<file path="src/rtl/sprite_motion_ctrl.sv">
// Motion scheduler and scan-address generator for one bouncing sprite on the 640x480 path.
// Position updates only after frame end, so the visible image never tears.
module sprite_motion_ctrl #(
  parameter int unsigned H_RES = 640,
  parameter int unsigned V_RES = 480,
  parameter int unsigned SPR_W = 128,
  parameter int unsigned SPR_H = 128,
  parameter int unsigned STEP  = 1,
  parameter int unsigned X0    = 430,
  parameter int unsigned Y0    = 50
) (
  input  logic        pclk,
  input  logic        rst,
  input  logic [9:0]  h_cnt,
  input  logic [9:0]  v_cnt,
  input  logic        valid,
  input  logic        run,
  input  logic        step,
  input  logic [3:0]  speed,
  output logic [9:0]  spr_x,
  output logic [9:0]  spr_y,
  output logic        in_sprite,
  output logic [13:0] rom_addr,
  output logic        bounce_x,
  output logic        bounce_y
);

  localparam logic [10:0] XMax    = 11'(H_RES - SPR_W);
  localparam logic [10:0] YMax    = 11'(V_RES - SPR_H);
  localparam logic [10:0] StepW   = 11'(STEP);
  localparam logic [10:0] SprW11  = 11'(SPR_W);
  localparam logic [10:0] SprH11  = 11'(SPR_H);
  localparam logic [9:0]  LastLine = 10'(V_RES - 1);

  typedef enum logic [1:0] {StWait, StCalcX, StCalcY, StCommit} state_e;

  state_e      state_q;
  logic        valid_q;
  logic [3:0]  frame_div_q;
  logic        step_pend_q;
  logic        dir_x_q;     // 1 = increasing
  logic        dir_y_q;
  logic [9:0]  nx_x_q;
  logic [9:0]  nx_y_q;
  logic        bnc_x_q;
  logic        bnc_y_q;
  logic        frame_end;
  logic        update_go;
  logic [10:0] res_x;
  logic [10:0] res_y;

  // Returns {bounce, new_pos}; 11-bit math so pos+STEP can never wrap.
  function automatic logic [10:0] axis_next(input logic [9:0] pos, input logic inc,
                                            input logic [10:0] max);
    logic [10:0] p;
    logic [10:0] nxt;
    logic [10:0] r;
    p   = {1'b0, pos};
    nxt = p + StepW;
    if (inc) begin
      if (nxt >= max) r = {1'b1, max[9:0]};
      else            r = {1'b0, nxt[9:0]};
    end else begin
      if (p <= StepW) r = 11'h400;
      else            r = {1'b0, pos - StepW[9:0]};
    end
    return r;
  endfunction

  assign frame_end = valid_q & ~valid & (v_cnt == LastLine);
  assign update_go = frame_end & ((run & (frame_div_q == speed)) | (~run & step_pend_q));
  assign res_x     = axis_next(spr_x, dir_x_q, XMax);
  assign res_y     = axis_next(spr_y, dir_y_q, YMax);

  always_ff @(posedge pclk) begin
    if (rst) begin
      state_q     <= StWait;
      valid_q     <= 1'b0;
      frame_div_q <= 4'd0;
      step_pend_q <= 1'b0;
      dir_x_q     <= 1'b1;
      dir_y_q     <= 1'b0;
      nx_x_q      <= 10'(X0);
      nx_y_q      <= 10'(Y0);
      bnc_x_q     <= 1'b0;
      bnc_y_q     <= 1'b0;
      spr_x       <= 10'(X0);
      spr_y       <= 10'(Y0);
      bounce_x    <= 1'b0;
      bounce_y    <= 1'b0;
    end else begin
      valid_q  <= valid;
      bounce_x <= 1'b0;
      bounce_y <= 1'b0;
      if (frame_end) begin
        if (!run || frame_div_q == speed) frame_div_q <= 4'd0;
        else                              frame_div_q <= frame_div_q + 4'd1;
      end
      case (state_q)
        StWait: begin
          if (update_go) state_q <= StCalcX;
        end
        StCalcX: begin
          bnc_x_q <= res_x[10];
          nx_x_q  <= res_x[9:0];
          state_q <= StCalcY;
        end
        StCalcY: begin
          bnc_y_q <= res_y[10];
          nx_y_q  <= res_y[9:0];
          state_q <= StCommit;
        end
        StCommit: begin
          spr_x       <= nx_x_q;
          spr_y       <= nx_y_q;
          dir_x_q     <= dir_x_q ^ bnc_x_q;
          dir_y_q     <= dir_y_q ^ bnc_y_q;
          bounce_x    <= bnc_x_q;
          bounce_y    <= bnc_y_q;
          step_pend_q <= 1'b0;
          state_q     <= StWait;
        end
        default: state_q <= StWait;
      endcase
      // A step landing on the commit cycle arms the next update rather than being lost.
      if (step && !run) step_pend_q <= 1'b1;
    end
  end

  logic [10:0] h11;
  logic [10:0] v11;
  logic [9:0]  rel_x;
  logic [9:0]  rel_y;
  logic        hit;
  logic [13:0] addr_calc;

  always_comb begin
    h11       = {1'b0, h_cnt};
    v11       = {1'b0, v_cnt};
    rel_x     = h_cnt - spr_x;
    rel_y     = v_cnt - spr_y;
    hit       = valid &
                (h11 >= {1'b0, spr_x}) & (h11 < ({1'b0, spr_x} + SprW11)) &
                (v11 >= {1'b0, spr_y}) & (v11 < ({1'b0, spr_y} + SprH11));
    addr_calc = 14'(rel_y) * 14'(SPR_W) + 14'(rel_x);
  end

  always_ff @(posedge pclk) begin
    if (rst) begin
      in_sprite <= 1'b0;
      rom_addr  <= 14'd0;
    end else begin
      in_sprite <= hit;
      if (hit) rom_addr <= addr_calc;
    end
  end

endmodule
</file>
<file path="config.mk">
export PLATFORM = sky130hd
export DESIGN_NAME = sprite_motion_ctrl
export DESIGN_NICKNAME = d
export VERILOG_FILES = /design/src/rtl/sprite_motion_ctrl.sv
export SDC_FILE = /design/constraint.sdc
export NUM_CORES = 1
export LEC_CHECK = 0
export CAP_MARGIN = 40
export CORE_ASPECT_RATIO = 0.6
export CORE_MARGIN = 2
export CORE_UTILIZATION = 61
export DETAILED_ROUTE_END_ITERATION = 6
export GPL_TIMING_DRIVEN = 0
export PLACE_DENSITY = 0.84
export SYNTH_ARGS = -nofsm -noshare
export SYNTH_HDL_FRONTEND = slang
export SYNTH_SLANG_ARGS = --single-unit
</file>
<file path="constraint.sdc">
create_clock -name pclk -period 4.99 [get_ports pclk]
set_input_delay 0.998 -clock pclk [delete_from_list [all_inputs] [get_ports pclk]]
set_output_delay 0.998 -clock pclk [all_outputs]
set_load 0.03 [all_outputs]
</file>
==> out/metrics.yaml, run 1 <==
setup_path:
  end_kind: "flip-flop"
  critPathLaunchType: "input pin"
  crit_required_ps: 5230
  path_max_fanout: 4
  critPathArrivalTime_ps: 4280
  critical_path_class: "in -> reg"
timing:
  min_period_ps: 4037
  worstMarginPinSlew_ps: 913.0
  tns_ps: 0
  rsz0062_at_grt: "false"
  drv_slew: 0
  fin_crit_sh_pct: 80.90
  hold_slack_ps: 466.3
  hold_viol_final: 0
  slew_headroom_pct: 38.57
  fmax_ghz: 0.2477
  finalClockSkew_ps: 8.615
  setup-violations-final: 0
route:
  wl_per_cell_um: 19.46
  antenna_left: 0
  firstDrtPassIters: 5
  wl_um: 16040
  drtIter0Drc: 744
  viasPerCell: 6.433
  drc: 0
  vias: 5301
logic_synthesis:
  ys_seq_area_share_pct: 27.37
  synth_area_leader_cell: "dfxtp_1"
  synthFlopType: "dfxtp_1"
  async_flop_share_pct: 0
  yosys.area.top_type_share_pct: 27.37
  synth-edff-count: 0
  yosysWarnings: 0
  synthDistinctLibCells: 74
  synthesis.nets: 710
  synth-seq-cells: 69
  syn_avg_cell_area_um2: 7.974
  synth_area_um2: 5047
  synth_area_leaders: "dfxtp_1, ha_1, xnor2_1"
  synth_cells: 633
floorplanning:
  core_um2: 7945
  start_util_pct: 63.53
  num_rows: 25
  die_h_um: 74.46
  num_io_pins: 66
  die-area_um2: 9042
  die_w_um: 121.4
global_route:
  track_usage_pct: 36.51
  gr-total-overflow: 0
  grt_pass1_vias: 4915
  grt_pass1_wl_um: 25110
  grt_max_degree: 14
  antenna_found_initial: 0
cts:
  cts-hold-fix-buffers: 0
  clock-sinks: 69
  cts_buffer_depth: 2
  post_cts_buffers: 0
  clkTransAtPathRegs_ps: 60
  insertion_delay_ps: 340
  cts_buffers: 9
  root_buffer: "clkbuf_16"
  cts_tree: "yes"
  cts.repair.resized: 0
  h-tree-depth: 3
place:
  portBuffers: 65
  gp_congestion: 0.9592
  hpwl_um: 11930
cells_and_area:
  n_fill_cell: 615
  syn_to_final_growth_pct: 22.04
  seq_area_um2: 1381
  nets: 788
  multiInputGateArea_um2: 3298
  drive_gt1_share_pct: 6.844
  n_antenna_cell: 0
power_and_ir_drop:
  ir_drop_mv: 0.1798
  powerDensity_nw_per_um2: 242.1
  power.leakage_nw: 2.391
  p_total_mw: 1.491
hold_path:
  hp-class: "reg -> reg"
flow_run:
  cap_violations: 0
status:
  outcome: "finished, final reports clean"
placed cells by master, fill, tap and decap left out, types with 5 or more instances in the layout:
cell type,Yosys,routed
nor3_1,17,17
o21ai_0,29,29
nand2_1,47,47
nand4b_1,6,6
buf_4,5,5
nor4_1,7,7
buf_2,9,9
o31ai_1,10,10
clkbuf_16,0,9
and3_1,8,8
a21o_1,6,6
clkdlybuf4s50_1,0,65
ha_1,45,45
clkbuf_1,22,22
a211oi_1,7,7
xnor2_1,27,27
o211ai_1,12,12
nand2b_1,5,5
mux2i_1,18,18
xor2_1,6,6
dfxtp_1,69,69
a221oi_1,5,5
inv_1,47,47
a21oi_1,45,45
nand3_1,22,22
nor2_1,55,55
a31oi_1,13,13
nand4_1,13,13
kinds of logic (layout without fill, tap and decap cells):
| kind of cell | after synthesis | count (layout) | share of synthesized area, % |
|---|---|---|---|
| compound gates | 163 | 163 | 21.25 |
| simple gates | 211 | 211 | 21.79 |
| buf+inv | 88 | 171 | 7.288 |
| mux | 21 | 21 | 4.239 |
| xor+xnor | 33 | 33 | 5.726 |
| flops | 69 | 69 | 27.37 |
| fa+ha+maj | 48 | 48 | 12.35 |
cell usage after synthesis (12+ instances only):
cell type / instances
nand3_1: 22
xnor2_1: 27
dfxtp_1: 69
a31oi_1: 13
nor2_1: 55
clkbuf_1: 22
nand4_1: 13
nand2_1: 47
o21ai_0: 29
mux2i_1: 18
ha_1: 45
nor3_1: 17
a21oi_1: 45
o211ai_1: 12
inv_1: 47
worst paths after layout:
check	startpoint	slack, ps	cells past startpoint	to
worst max-delay path	h_cnt[1]	950	16	rom_addr[13]$_SDFFE_PP0P_
worst min-delay path	rom_addr[12]$_SDFFE_PP0P_	470	2	rom_addr[12]$_SDFFE_PP0P_
worst max register to register	spr_x[1]$_SDFFE_PP1N_	1390	16	rom_addr[13]$_SDFFE_PP0P_
worst min register to register	rom_addr[12]$_SDFFE_PP0P_	470	2	rom_addr[12]$_SDFFE_PP0P_
cell type report:
type / instances / share of cell area, %
repair buffers: 67 / 10.83
inverters: 50 / 3.047
clock buffers: 10 / 3.880
multi-input cells: 476 / 53.54
flip-flops and latches: 69 / 22.43
clock inverters: 6 / 1.158
plain buffers: 38 / 2.925
well taps: 108 / 2.194
routing by layer:
layer | share of wire, % | up-vias | track usage (%)
met1 | 45 | 2479 | 50.86
met2 | 41 | 320 | 53.68
met5 | 0 | - | 0
li1 | - | 2451 | -
met3 | 11 | 51 | 11.58
met4 | 2.3 | 0 | 12.64
worst max-delay path, stage by stage:
cell	delay, ps
clkdlybuf4s50_1	460
ha_1	330
nor2b_1	150
o31ai_1	370
a21oi_1	220
nor2_1	160
xnor2_1	140
ha_1	190
inv_1	50
fa_1	400
inv_1	80
a21oi_1	80
inv_1	70
nand4b_1	150
xnor2_1	170
a211oi_1	250
where the power goes:
| part | internal (mW) | switching, mW | leakage, nW |
|---|---|---|---|
| logic | 0.0980 | 0.141 | 1.69 |
| clock network | 0.404 | 0.265 | 0.145 |
| registers | 0.570 | 0.0141 | 0.558 |
stage by stage:
stage	area, um^2	cells	worst slack, ps	utilization (%)
2_1_floorplan	5047	633	1582	-
3_3_place_gp	5833	806	787.1	73.42
3_5_place_dp	5844	807	625.2	73.56
4_1_cts	6155	823	965.7	77.46
5_1_grt	6160	824	680.8	77.53
6_report	6160	824	953.1	77.53
state kept, by name (all words and copies together), names as in the netlist:
name and count:
bnc_x_q 1, bnc_y_q 1, bounce_x 1, bounce_y 1, dir_x_q 1, dir_y_q 1, frame_div_q 4, in_sprite 1
nx_x_q 10, nx_y_q 10, rom_addr 14, spr_x 10, spr_y 10, state_q 2, step_pend_q 1, valid_q 1
No activity file was read; power rests on OpenSTA's default activity.
==> run 2: changes to the inputs <==
Settings changed: CORE_UTILIZATION 61 to 51, PLACE_DENSITY 0.84 to 0.75.
Clock period 4.99 ns to 3.6 ns, I/O delays scaled along.
==> out/metrics.yaml, run 2 (synthesis results as in run 1) <==
place:
  gp_congestion: 0.9551
  portBuffers: 65
  placed_cell_area_um2: 5886
  post-place-ws_ps: -449.0
  dpl.cell_count: 835
  hpwl_um: 11810
timing:
  hold_slack_ps: 455.0
  slew_headroom_pct: 38.92
  fmax_ghz: 0.2890
  worstMarginPinSlew_ps: 907.8
  finalClockSkew_ps: 8.073
  min_period_ps: 3460
  hold_viol_final: 0
  setup-violations-final: 0
  drv_slew: 0
  worst_slack_ps: 140.4
  fin_crit_sh_pct: 96.10
route:
  firstDrtPassIters: 6
  drtIter0Drc: 619
  wl_um: 15800
  vias: 5237
  wl_per_cell_um: 18.54
  viasPerCell: 6.147
  antenna_left: 0
  drc: 0
power_and_ir_drop:
  switching_share_pct: 28.91
  comb_power_share_pct: 16.9
  power_switching_mw: 0.5658
  p_int_mw: 1.391
  powerDensity_nw_per_um2: 316.4
  clkPwrFrac_pct: 41.9
  ir_drop_mv: 0.2104
  power.leakage_nw: 2.386
  p_seq_share_pct: 41.2
setup_path:
  crit_buf_inv: 4
  end_kind: "flip-flop"
  cp_common_cell: "inv_1"
  ff2ff_setup_slack_ps: 140
  cpMaxStageDelayCell: "dfxtp_1"
  critPathTopFamily: "adder cells"
  r2r_cells: 16
  worstSetupPathDepth: 16
  critPathArrivalTime_ps: 3710
  critPathMaxStageDelay_ps: 480
  crit_required_ps: 3850
  critical_path_class: "reg -> reg"
  crit_chain: "inv_1 -> ha_1 -> nor2b_1 -> o31ai_2 -> a21oi_2 -> nor2_1 -> xnor2_1 -> ha_2 -> inv_1 -> fa_2 -> inv_1 -> a21oi_1 -> inv_1 -> nand4b_1 -> xnor2_1 -> a211oi_1"
  critPathLaunchType: "flip-flop"
  path_max_fanout: 6
global_route:
  track_usage_pct: 29.39
  antenna_found_initial: 0
  gr-total-overflow: 0
  grt_max_degree: 13
  grt_pass1_vias: 4840
  grt_pass1_wl_um: 24750
floorplanning:
  die_h_um: 81.06
  num_io_pins: 66
  die_w_um: 132.4
  die-area_um2: 10730
  core_um2: 9739
  num_rows: 28
  start_util_pct: 51.82
cts:
  root_buffer: "clkbuf_16"
  clkTransAtPathRegs_ps: 60
  cts_buffer_depth: 2
  cts_buffers: 9
  cts_tree: "yes"
  clock-sinks: 69
  h-tree-depth: 3
  insertion_delay_ps: 340
cells_and_area:
  drive_gt1_share_pct: 7.671
  postLayoutCoreUtil_pct: 63.50
  n_antenna_cell: 0
  stdcell_area_um2: 6185
  syn_to_final_growth_pct: 22.53
  nets: 789
  top_register: "rom_addr"
  largest_reg_flops: 14
  layout_commonest_cell: "dfxtp_1"
  mostFrequentLayoutCells: "dfxtp_1, clkdlybuf4s50_1, nor2_1"
  instances_no_fill: 852
hold_path:
  hold_depth: 2
  hp-class: "reg -> reg"
flow_run:
  cap_violations: 0
status:
  outcome: "finished, final reports clean"
==> run 2: cell count changes in the layout (fill, tap and decap cells not counted), sizes merged <==
cell / change
clkdlybuf4s50: -1
buf: +2
bufinv: -1
dlymetal6s2s: +1
clkbuf: -1
clkinvlp: +1
==> run 2: tightest hold or removal path, delay by kind of cell, from the launching register on <==
family / cells / cell delay (ps)
AND/OR/NAND/NOR: 1 / 50
AO/OA/AOI/OAI: 1 / 50
flip-flops: 1 / 310
==> run 2: metrics by stage <==
| stage | power (mW) | TNS (ps) |
|---|---|---|
| final | 1.957 | 0 |
| after global routing | 2.029 | -16.81 |
| after CTS | 1.950 | 0 |
| after detailed placement | 1.141 | -1681 |
| after global placement | 1.130 | -1127 |
| after floorplan | 1.028 | 0 |
==> run 2: cell type report <==
class | instances | area [um^2]
repair buffers | 68 | 679.4
flip-flops and latches | 69 | 1381
clock buffers | 10 | 229.0
plain buffers | 38 | 180.2
well taps | 135 | 168.9
multi-input cells | 476 | 3316
fillers | 874 | 3555
inverters | 50 | 191.4
clock inverters | 6 | 38.79
==> run 2: final timing paths <==
path / endpoint / from
setup / recovery: rom_addr[13]$_SDFFE_PP0P_ / spr_x[1]$_SDFFE_PP1N_
hold / removal: nx_x_q[0]$_SDFFE_PP0N_ / nx_x_q[0]$_SDFFE_PP0N_
setup reg to reg: rom_addr[13]$_SDFFE_PP0P_ / spr_x[1]$_SDFFE_PP1N_
hold reg to reg: nx_x_q[0]$_SDFFE_PP0N_ / nx_x_q[0]$_SDFFE_PP0N_
==> run 2: power by group through the flow <==
| stage | sequential (mW) | combinational (mW) | clock [mW] |
|---|---|---|---|
| after global placement | 0.821 | 0.308 | 0 |
| after floorplan | 0.827 | 0.201 | 0 |
| final | 0.807 | 0.331 | 0.819 |
| after detailed placement | 0.823 | 0.319 | 0 |
| after global routing | 0.809 | 0.363 | 0.856 |
| after CTS | 0.806 | 0.322 | 0.822 |
==> run 2: what timing repair did <==
action	CTS	global route
resized for setup	1	7
setup buffers	0	1
endpoints found under the setup margin	4	4
hold buffers	0	0
pin swaps	0	4
==> run 2: layer usage <==
layer | up-vias | global-route usage (%) | routed length (um)
li1 | 2455 | - | -
met3 | 32 | 6.679 | 1300
met1 | 2499 | 42.23 | 7645
met4 | 0 | 7.634 | 244
met5 | - | 0 | 0
met2 | 251 | 44.46 | 6609
==> run 3: changes to the inputs <==
Settings changed: CAP_MARGIN 40 to 20.
==> out/metrics.yaml, run 3 (synthesis results as in run 1) <==
place:
  hpwl_um: 11830
  gp_congestion: 0.9551
  placed_cell_area_um2: 5867
  post-place-ws_ps: -428.1
  portBuffers: 65
global_route:
  grt_max_degree: 12
  grt_pass1_vias: 4879
  grt_pass1_wl_um: 24960
  antenna_found_initial: 0
  track_usage_pct: 29.85
  gr-total-overflow: 0
cells_and_area:
  n_fill_cell: 855
  drive_gt1_share_pct: 7.433
  mostFrequentLayoutCells: "dfxtp_1, clkdlybuf4s50_1, nor2_1"
  top_register: "rom_addr"
  layout_commonest_cell: "dfxtp_1"
  n_antenna_cell: 0
  postLayoutCoreUtil_pct: 63.91
  largest_reg_flops: 14
  nets: 786
  syn_to_final_growth_pct: 23.33
  stdcell_area_um2: 6225
route:
  drc: 0
  drtIter0Drc: 509
  antenna_left: 0
  viasPerCell: 6.097
  wl_per_cell_um: 18.70
  vias: 5170
  wl_um: 15860
  firstDrtPassIters: 5
power_and_ir_drop:
  powerDensity_nw_per_um2: 342.4
  power_switching_mw: 0.5627
  ir_drop_mv: 0.2525
  p_int_mw: 1.569
  p_total_mw: 2.132
  clkPwrFrac_pct: 46.5
  switching_share_pct: 26.40
  p_seq_share_pct: 37.8
  comb_power_share_pct: 15.6
  power.leakage_nw: 2.407
flow_run:
  cap_violations: 0
setup_path:
  reg2reg_from: "spr_x[1]$_SDFFE_PP1N_"
  r2r_end: "rom_addr[13]$_SDFFE_PP0P_"
  end_kind: "flip-flop"
  critPathArrivalTime_ps: 3650
  critical_path_class: "reg -> reg"
  crit_start: "spr_x[1]$_SDFFE_PP1N_"
  r2r_cells: 16
  ff2ff_setup_slack_ps: 210
  critPathLaunchType: "flip-flop"
  crit_required_ps: 3860
  path_max_fanout: 6
timing:
  min_period_ps: 3391
  worst_slack_ps: 208.7
  setup-violations-final: 0
  worstMarginPinSlew_ps: 969.3
  fmax_ghz: 0.2949
  finalClockSkew_ps: 8.385
  hold_viol_final: 0
  fin_crit_sh_pct: 94.20
  drv_slew: 0
  hold_slack_ps: 461.6
  slew_headroom_pct: 35.38
cts:
  clkTransAtPathRegs_ps: 60
  clock-sinks: 69
  insertion_delay_ps: 350
  cts_tree: "yes"
  cts_buffers: 9
  h-tree-depth: 3
  root_buffer: "clkbuf_16"
  cts_buffer_depth: 2
  post_cts_buffers: 0
floorplanning:
  start_util_pct: 51.82
  core_um2: 9739
  die-area_um2: 10730
  die_h_um: 81.06
  die_w_um: 132.4
  num_rows: 28
  num_io_pins: 66
status:
  outcome: "finished, final reports clean"
hold_path:
  holdPathEnd: "rom_addr[12]$_SDFFE_PP0P_"
  worstHoldStart: "rom_addr[12]$_SDFFE_PP0P_"
  hp-class: "reg -> reg"
  hold_depth: 2
## run 3: worst max-delay path by stage
stage / to / slack (ps)
final: rom_addr[13]$_SDFFE_PP0P_ / 210
after global routing: rom_addr[13]$_SDFFE_PP0P_ / -10
after CTS: rom_addr[13]$_SDFFE_PP0P_ / 40
after detailed placement: rom_addr[13]$_SDFFE_PP0P_ / -430
after global placement: rom_addr[13]$_SDFFE_PP0P_ / -340
after floorplan: rom_addr[13]$_SDFFE_PP0P_ / 400
## run 3: power by group through the flow
stage / combinational (mW) / clock [mW] / sequential [mW]
2_1_floorplan: 0.201 / 0 / 0.827
3_3_place_gp: 0.308 / 0 / 0.821
3_5_place_dp: 0.318 / 0 / 0.823
4_1_cts: 0.322 / 0.995 / 0.806
5_1_grt: 0.366 / 1.02 / 0.809
6_report: 0.333 / 0.992 / 0.807
## run 3: area by class of cell
cell class                 count  area (um^2)  area share (%)
clock inverter                 3        68.82           1.106
multi-input combinational    476         3323           53.39
clock buffer                  12        256.5           4.121
inverter                      50        191.4           3.075
buffer                        38        180.2           2.894
tap                          135        168.9           2.714
timing repair buffer          65        653.1           10.49
sequential                    69         1383           22.21
## run 3: metal layers
layer | vias to the layer above | wire length, um | GRT usage, %
met1 | 2438 | 7441 | 41.76
li1 | 2445 | - | -
met2 | 254 | 6739 | 45.08
met5 | - | 0 | 0
met3 | 33 | 1390 | 7.428
met4 | 0 | 287 | 10.00
## run 3: worst max-delay path, stage by stage, from the launching register on
cell      delay [ps]
dfxtp_1          450
inv_1            190
ha_1             350
nor2b_1          170
o31ai_2          380
a21oi_2          150
nor2_1           150
xnor2_1          140
ha_2             200
inv_1             50
fa_2             350
inv_1             60
a21oi_1           70
inv_1             80
nand4b_1         140
xnor2_1          160
a211oi_1         210
## run 3: stage by stage
| stage | std cells | setup TNS [ps] |
|---|---|---|
| 3_3_place_gp | 833 | -1127 |
| 2_1_floorplan | 633 | 0 |
| 4_1_cts | 848 | 0 |
| 5_1_grt | 848 | -12.08 |
| 6_report | 848 | 0 |
| 3_5_place_dp | 833 | -1583 |
## run 3: what timing repair did
item / in CTS / in global routing
setup endpoints to repair: 3 / 4
pin swaps: 0 / 4
hold endpoints to repair: 0 / 0
hold buffers: 0 / 0
gates resized for setup: 1 / 9
